[config.mk]
export PLATFORM = sky130hd
export DESIGN_NAME = slave_port_arbiter
export DESIGN_NICKNAME = d
export VERILOG_FILES = /design/src/rtl/xbar_pkg.sv /design/src/rtl/order_fifo.sv /design/src/rtl/slave_port_arbiter.sv
export SDC_FILE = /design/constraint.sdc
export NUM_CORES = 1
export LEC_CHECK = 0
export CORE_AREA = 2 2 107 109
export DETAILED_ROUTE_END_ITERATION = 10
export DIE_AREA = 0 0 109 111
export GPL_TIMING_DRIVEN = 0
export HOLD_SLACK_MARGIN = 0.08
export SLEW_MARGIN = 20
export SYNTH_ARGS = -nofsm -noshare
export SYNTH_HDL_FRONTEND = slang
export SYNTH_SLANG_ARGS = --single-unit
[constraint.sdc]
create_clock -name clk -period 2.6 [get_ports clk]
set_input_delay 0.52 -clock clk [delete_from_list [all_inputs] [get_ports clk]]
set_output_delay 0.52 -clock clk [all_outputs]
set_load 0.01 [all_outputs]
[src/rtl/xbar_pkg.sv]
// Shared cross-bar encodings: command codes and the per-port arbiter states.
package xbar_pkg;

  localparam logic CMD_READ  = 1'b0;
  localparam logic CMD_WRITE = 1'b1;

  typedef enum logic {
    IDLE = 1'b0,
    BUSY = 1'b1
  } arb_state_t;

endpackage

[src/rtl/order_fifo.sv]
// In-order queue of master indices for reads accepted by the slave.
// The head is read combinationally so returning data is steered without latency.
module order_fifo #(
  parameter int DEPTH = 4,
  parameter int W     = 1
) (
  input  logic                     clk,
  input  logic                     rst_in,
  input  logic                     push,
  input  logic [W-1:0]             push_data,
  input  logic                     pop,
  output logic [W-1:0]             head,
  output logic                     full,
  output logic                     empty,
  output logic [$clog2(DEPTH):0]   count
);

  localparam int PW = $clog2(DEPTH);
  localparam int CW = PW + 1;

  logic [W-1:0]  mem [DEPTH];
  logic [PW-1:0] wr_ptr_reg, rd_ptr_reg;
  logic [CW-1:0] count_reg, count_next;
  logic          push_ok, pop_ok;

  assign full    = (count_reg == CW'(DEPTH));
  assign empty   = (count_reg == '0);
  assign push_ok = push && !full;
  assign pop_ok  = pop && !empty;
  assign head    = mem[rd_ptr_reg];
  assign count   = count_reg;

  always_comb begin
    count_next = count_reg;
    case ({push_ok, pop_ok})
      2'b10:   count_next = count_reg + CW'(1);
      2'b01:   count_next = count_reg - CW'(1);
      default: count_next = count_reg;
    endcase
  end

  always_ff @(posedge clk or negedge rst_in) begin
    if (!rst_in) begin
      wr_ptr_reg <= '0;
      rd_ptr_reg <= '0;
      count_reg  <= '0;
    end else begin
      if (push_ok) wr_ptr_reg <= wr_ptr_reg + PW'(1);
      if (pop_ok)  rd_ptr_reg <= rd_ptr_reg + PW'(1);
      count_reg <= count_next;
    end
  end

  // Storage needs no reset: entries are only meaningful below count.
  always_ff @(posedge clk) begin
    if (push_ok) mem[wr_ptr_reg] <= push_data;
  end

endmodule

[src/rtl/slave_port_arbiter.sv]
// Round-robin share of one slave port between N masters, with read-data
// steering through an in-order queue of issuing master indices.
module slave_port_arbiter
  import xbar_pkg::*;
#(
  parameter int N     = 2,
  parameter int AW    = 32,
  parameter int DW    = 32,
  parameter int DEPTH = 4
) (
  input  logic                   clk,
  input  logic                   rst_in,
  input  logic [N-1:0]           master_req,
  input  logic [N-1:0]           master_cmd,
  input  logic [N*AW-1:0]        master_addr,
  input  logic [N*DW-1:0]        master_wdata,
  output logic [N-1:0]           master_ack,
  output logic [DW-1:0]          master_rdata,
  output logic [N-1:0]           master_rvalid,
  output logic                   slave_req,
  output logic                   slave_cmd,
  output logic [AW-1:0]          slave_addr,
  output logic [DW-1:0]          slave_wdata,
  input  logic                   slave_ack,
  input  logic [DW-1:0]          slave_rdata,
  input  logic                   slave_rvalid,
  output logic                   err_unexp,
  output logic [$clog2(DEPTH):0] rd_pending
);

  localparam int GW = $clog2(N);

  logic [AW-1:0] addr_arr  [N];
  logic [DW-1:0] wdata_arr [N];

  for (genvar gi = 0; gi < N; gi++) begin : g_unpack
    assign addr_arr[gi]  = master_addr[gi*AW +: AW];
    assign wdata_arr[gi] = master_wdata[gi*DW +: DW];
  end

  arb_state_t    state_reg, state_next;
  logic [GW-1:0] grant_reg, grant_next;
  logic [GW-1:0] rr_reg, rr_next;
  logic          err_reg;
  logic          found;
  int            idx;
  logic          xfer;

  logic          fifo_push, fifo_full, fifo_empty;
  logic [GW-1:0] fifo_head;

  assign slave_cmd   = master_cmd[grant_reg];
  assign slave_addr  = addr_arr[grant_reg];
  assign slave_wdata = wdata_arr[grant_reg];

  always_comb begin
    state_next = state_reg;
    grant_next = grant_reg;
    rr_next    = rr_reg;
    slave_req  = 1'b0;
    master_ack = '0;
    xfer       = 1'b0;
    found      = 1'b0;
    idx        = 0;
    case (state_reg)
      IDLE: begin
        if (|master_req) begin
          for (int k = 0; k < N; k++) begin
            idx = int'(rr_reg) + k;
            if (idx >= N) idx = idx - N;
            if (!found && master_req[idx]) begin
              found      = 1'b1;
              grant_next = GW'(idx);
            end
          end
          state_next = BUSY;
        end
      end
      BUSY: begin
        // A read may only be forwarded when the order queue has room for it.
        slave_req = master_req[grant_reg] &&
                    !((master_cmd[grant_reg] == CMD_READ) && fifo_full);
        xfer = slave_req && slave_ack;
        if (xfer) begin
          master_ack[grant_reg] = 1'b1;
          rr_next    = (grant_reg == GW'(N-1)) ? '0 : grant_reg + GW'(1);
          state_next = IDLE;
        end else if (!master_req[grant_reg]) begin
          state_next = IDLE;
        end
      end
      default: state_next = IDLE;
    endcase
  end

  always_ff @(posedge clk or negedge rst_in) begin
    if (!rst_in) begin
      state_reg <= IDLE;
      grant_reg <= '0;
      rr_reg    <= '0;
      err_reg   <= 1'b0;
    end else begin
      state_reg <= state_next;
      grant_reg <= grant_next;
      rr_reg    <= rr_next;
      if (slave_rvalid && fifo_empty) err_reg <= 1'b1;
    end
  end

  assign fifo_push = xfer && (slave_cmd == CMD_READ);

  order_fifo #(
    .DEPTH (DEPTH),
    .W     (GW)
  ) u_order_fifo (
    .clk       (clk),
    .rst_in    (rst_in),
    .push      (fifo_push),
    .push_data (grant_reg),
    .pop       (slave_rvalid),
    .head      (fifo_head),
    .full      (fifo_full),
    .empty     (fifo_empty),
    .count     (rd_pending)
  );

  always_comb begin
    master_rvalid = '0;
    if (slave_rvalid && !fifo_empty) master_rvalid[fifo_head] = 1'b1;
  end

  assign master_rdata = slave_rdata;
  assign err_unexp    = err_reg;

endmodule

==> summary.md <==
| Metric | Value |
|---|---|
| Status | `finished, final reports clean` |
| Max Cap Viol | `0` |
| M1 WL | `between 3 and 4 mm` |
| Post-synth EDFFs | `4` |
| Largest net degree at the start of global routing | `12` |
| Die W | `roughly 110 µm` |
| Initial antenna violation count | `0` |
| DRT Wirelength | `a little under 9 mm` |
| FP Rows | `39` |
| Starting Density | `between 10% and 20%` |
| Critical path's slowest cell | `clkdlybuf4s50_1` |
| Slew headroom | `58.71%` |
| Reg power frac | `13.6%` |
| IO Port Bufs | `between 200 and 250` |
| Slew Viols, Final | `0` |
| Period Utilization, post-route | `98.33%` |
| WP buf/inv | `2` |
| Maximum VDD drop | `approximately 400 µV` |
| R2R setup slack | `about 200 ps` |
| Met2 wire len | `around 4.4 mm` |
| Core area | `11,080 µm²` |
| Hold WS | `roughly 480 ps` |
| Crit-path max cell delay | `~590 ps` |
| Post-DRT Antenna Nets | `0` |
| DP HPWL | `8.057 mm` |
| Global route overflow | `0` |
| Skew-Pair Late Insertion Delay | `240 ps` |
| Switching Fraction | `35.33%` |
| # IOs | `about 270` |
| Vias in the first global route | `around 2.3k` |
| Final Critical Period | `approximately 2600 ps` |
| Syn Nets | `between 300 and 400` |
| Total GRT Usage | `a little over an eighth` |
| Clock Skews | `2.949 ps` |
| Post-Route Utilization | `about two fifths` |
| Area share of the largest cell type after synthesis | `roughly two fifths` |
| Top Layer Used | `met4` |
| Metal3 WL | `777 µm` |
| Pleak | `about 0.0018 µW` |
| Vias/cell | `~3.8` |
| Fin nets | `between 500 and 600` |
| Internal Power | `~2100 µW` |
| Ys async rst share | `between 70% and 80%` |
| Max Fclk | `391.1 MHz` |
| Clock root buffer | `clkbuf_16` |
| Yosys cell types | `32` |
| Synth-to-Final Area Change | `150.7%` |
| Most used cell, CP | `clkdlybuf4s50_1` |
| Commonest cells in the netlist | `mux2_2 (65), buf_4 (32), dfrtp_1 (11)` |
| Clock tree buffer depth | `2` |
| # DRC | `0` |
| Die area | `around 12,000 µm²` |
| Post-synthesis cell area | `around 1800 µm²` |
| CP delay by family, top | `buffers and inverters` |
| Top cells by area, synth | `mux2_2 (40%), dfrtp_1 (15%), buf_4 (13%)` |
| CP required | `between 2000 and 2500 ps` |
| Synth Instances | `170` |
| Crit path DAT | `2040 ps` |
| Htree depth | `1` |
| CP Max Fanout | `4` |
| CTS tree | `built` |
| Max FFs per register | `4` |
| CP endpoint kind | `output pin` |
| Via Count | `around 2.1k` |
| Post-synthesis sequential area ratio | `about 22%` |
| Routability cong. | `between 0.7 and 0.8` |
| Sw Pwr | `~1100 µW` |
| Worst hold path type | `reg -> reg` |
| Hold Vio Cnt, Final | `0` |
| Power per standard cell area | `707.8 nW/µm²` |
| DR pass1 iterations | `4` |
| Chip height | `between 100 and 150 µm` |
| Cell taking the most area after synthesis | `mux2_2` |
| Layout cells sized above 1 | `27.82%` |
| Total clock buffers created by CTS | `3` |
| Global-route wire length before repair | `12.62 mm` |
| Clock power frac | `9.2%` |
| Initial detailed-routing violation count | `between 40 and 50` |
| Syn avg cell area | `~11 µm²` |
| Ys flop type | `dfrtp_1` |
| Clk slew on worst S/H paths | `50 ps` |
| Top-count cell post-synth | `mux2_2` |
| Seq cells post-synth | `15` |
| Crit path kind | `in -> out` |
| Measured slew at the worst slew-check pin | `approximately 620 ps` |
| Final setup violation count | `0` |
| Clk sinks | `15` |
| Crit path cell chain | `clkdlybuf4s50_1 -> mux2i_2 -> a211oi_1 -> clkdlybuf4s50_1` |
| Synth Warn # | `0` |
| Wire per inst | `between 15 and 20 µm` |
| Startpoint types | `primary input` |
| Logic pwr share | `approximately 77%` |
| ANT cells | `0` |
-- worst register-to-register path, cell delays in order, from the launching register on --
cell,delay (ps)
dfrtp_1,410
buf_6,170
buf_12,110
mux2i_4,290
nor4b_4,420
inv_1,90
ha_2,200
inv_1,80
fa_1,180
xor2_1,150
nor2_1,70
xor2_1,140
-- path summary, 6_finish.rpt --
kind | from | to | cells past startpoint
min in group asynchronous | rst_in | u_order_fifo.rd_ptr_reg[1] | 1
setup / recovery | master_req[0] | slave_req | 4
hold reg to reg | err_unexp | err_unexp | 1
setup reg to reg | grant_reg | u_order_fifo.count[2] | 11
hold / removal | err_unexp | err_unexp | 1
max in group asynchronous | rst_in | state_reg | 1
-- layout make-up --
class                   count  area (µm²)
plain buffers              40       320.3
clock buffers               3       75.07
clock inverters             1       5.005
fillers                  1099        6523
inverters                   9       33.78
multi-input cells         106        1107
flip-flops and latches     15       395.4
well taps                 143       178.9
repair buffers            243        2439
-- cell families after synthesis --
kind of cell	count (synthesis)	synth area share, %
simple gates	16	5.509
buf+inv	49	17.42
mux	70	44.70
xor+xnor	6	2.893
fa+ha+maj	6	4.545
compound gates	8	3.169
flops	15	21.76
-- power groups by stage --
stage | logic [µW] | registers (µW) | clock network, µW
floorplan | 1180 | 436 | 0
global placement | 2380 | 436 | 0
detailed placement | 2400 | 443 | 0
CTS | 2450 | 440 | 303
global route | 2660 | 459 | 317
finish | 2490 | 438 | 296
-- what timing repair did --
action	in CTS	in global routing
setup endpoints to repair	59	42
hold buffers	0	0
setup buffers	0	2
gates resized for setup	12	9
-- per-layer routing --
metal | vias to the layer above | GRT usage, %
met1 | 960 | 17.66
met4 | 0 | 0.7692
met2 | 123 | 23.98
met5 | - | 0
li1 | 1053 | -
met3 | 2 | 3.469
-- layout by cell type (no fill, tap or decap), types with 4 or more instances in the layout --
cell and count:
dfrtp_1 11, and2_1 5, edfxtp_1 4, buf_6 4
mux2_2 65, ha_1 4, clkdlybuf4s50_1 237, inv_1 9
nor2_1 4, buf_4 33
-- metrics by stage --
step	area (µm²)	worst slack, ps	std cells	power (µW)	TNS, ps
final	4554	43.33	560	3224	0
after global routing	4554	-5.869	560	3438	-13.28
after CTS	4506	-5.087	558	3193	-17.64
after detailed placement	4408	-132.2	554	2842	-417.4
after global placement	4408	-100.6	554	2819	-358.9
after floorplan	1817	461.7	170	1618	0
Power figures use the tool's default switching activity.
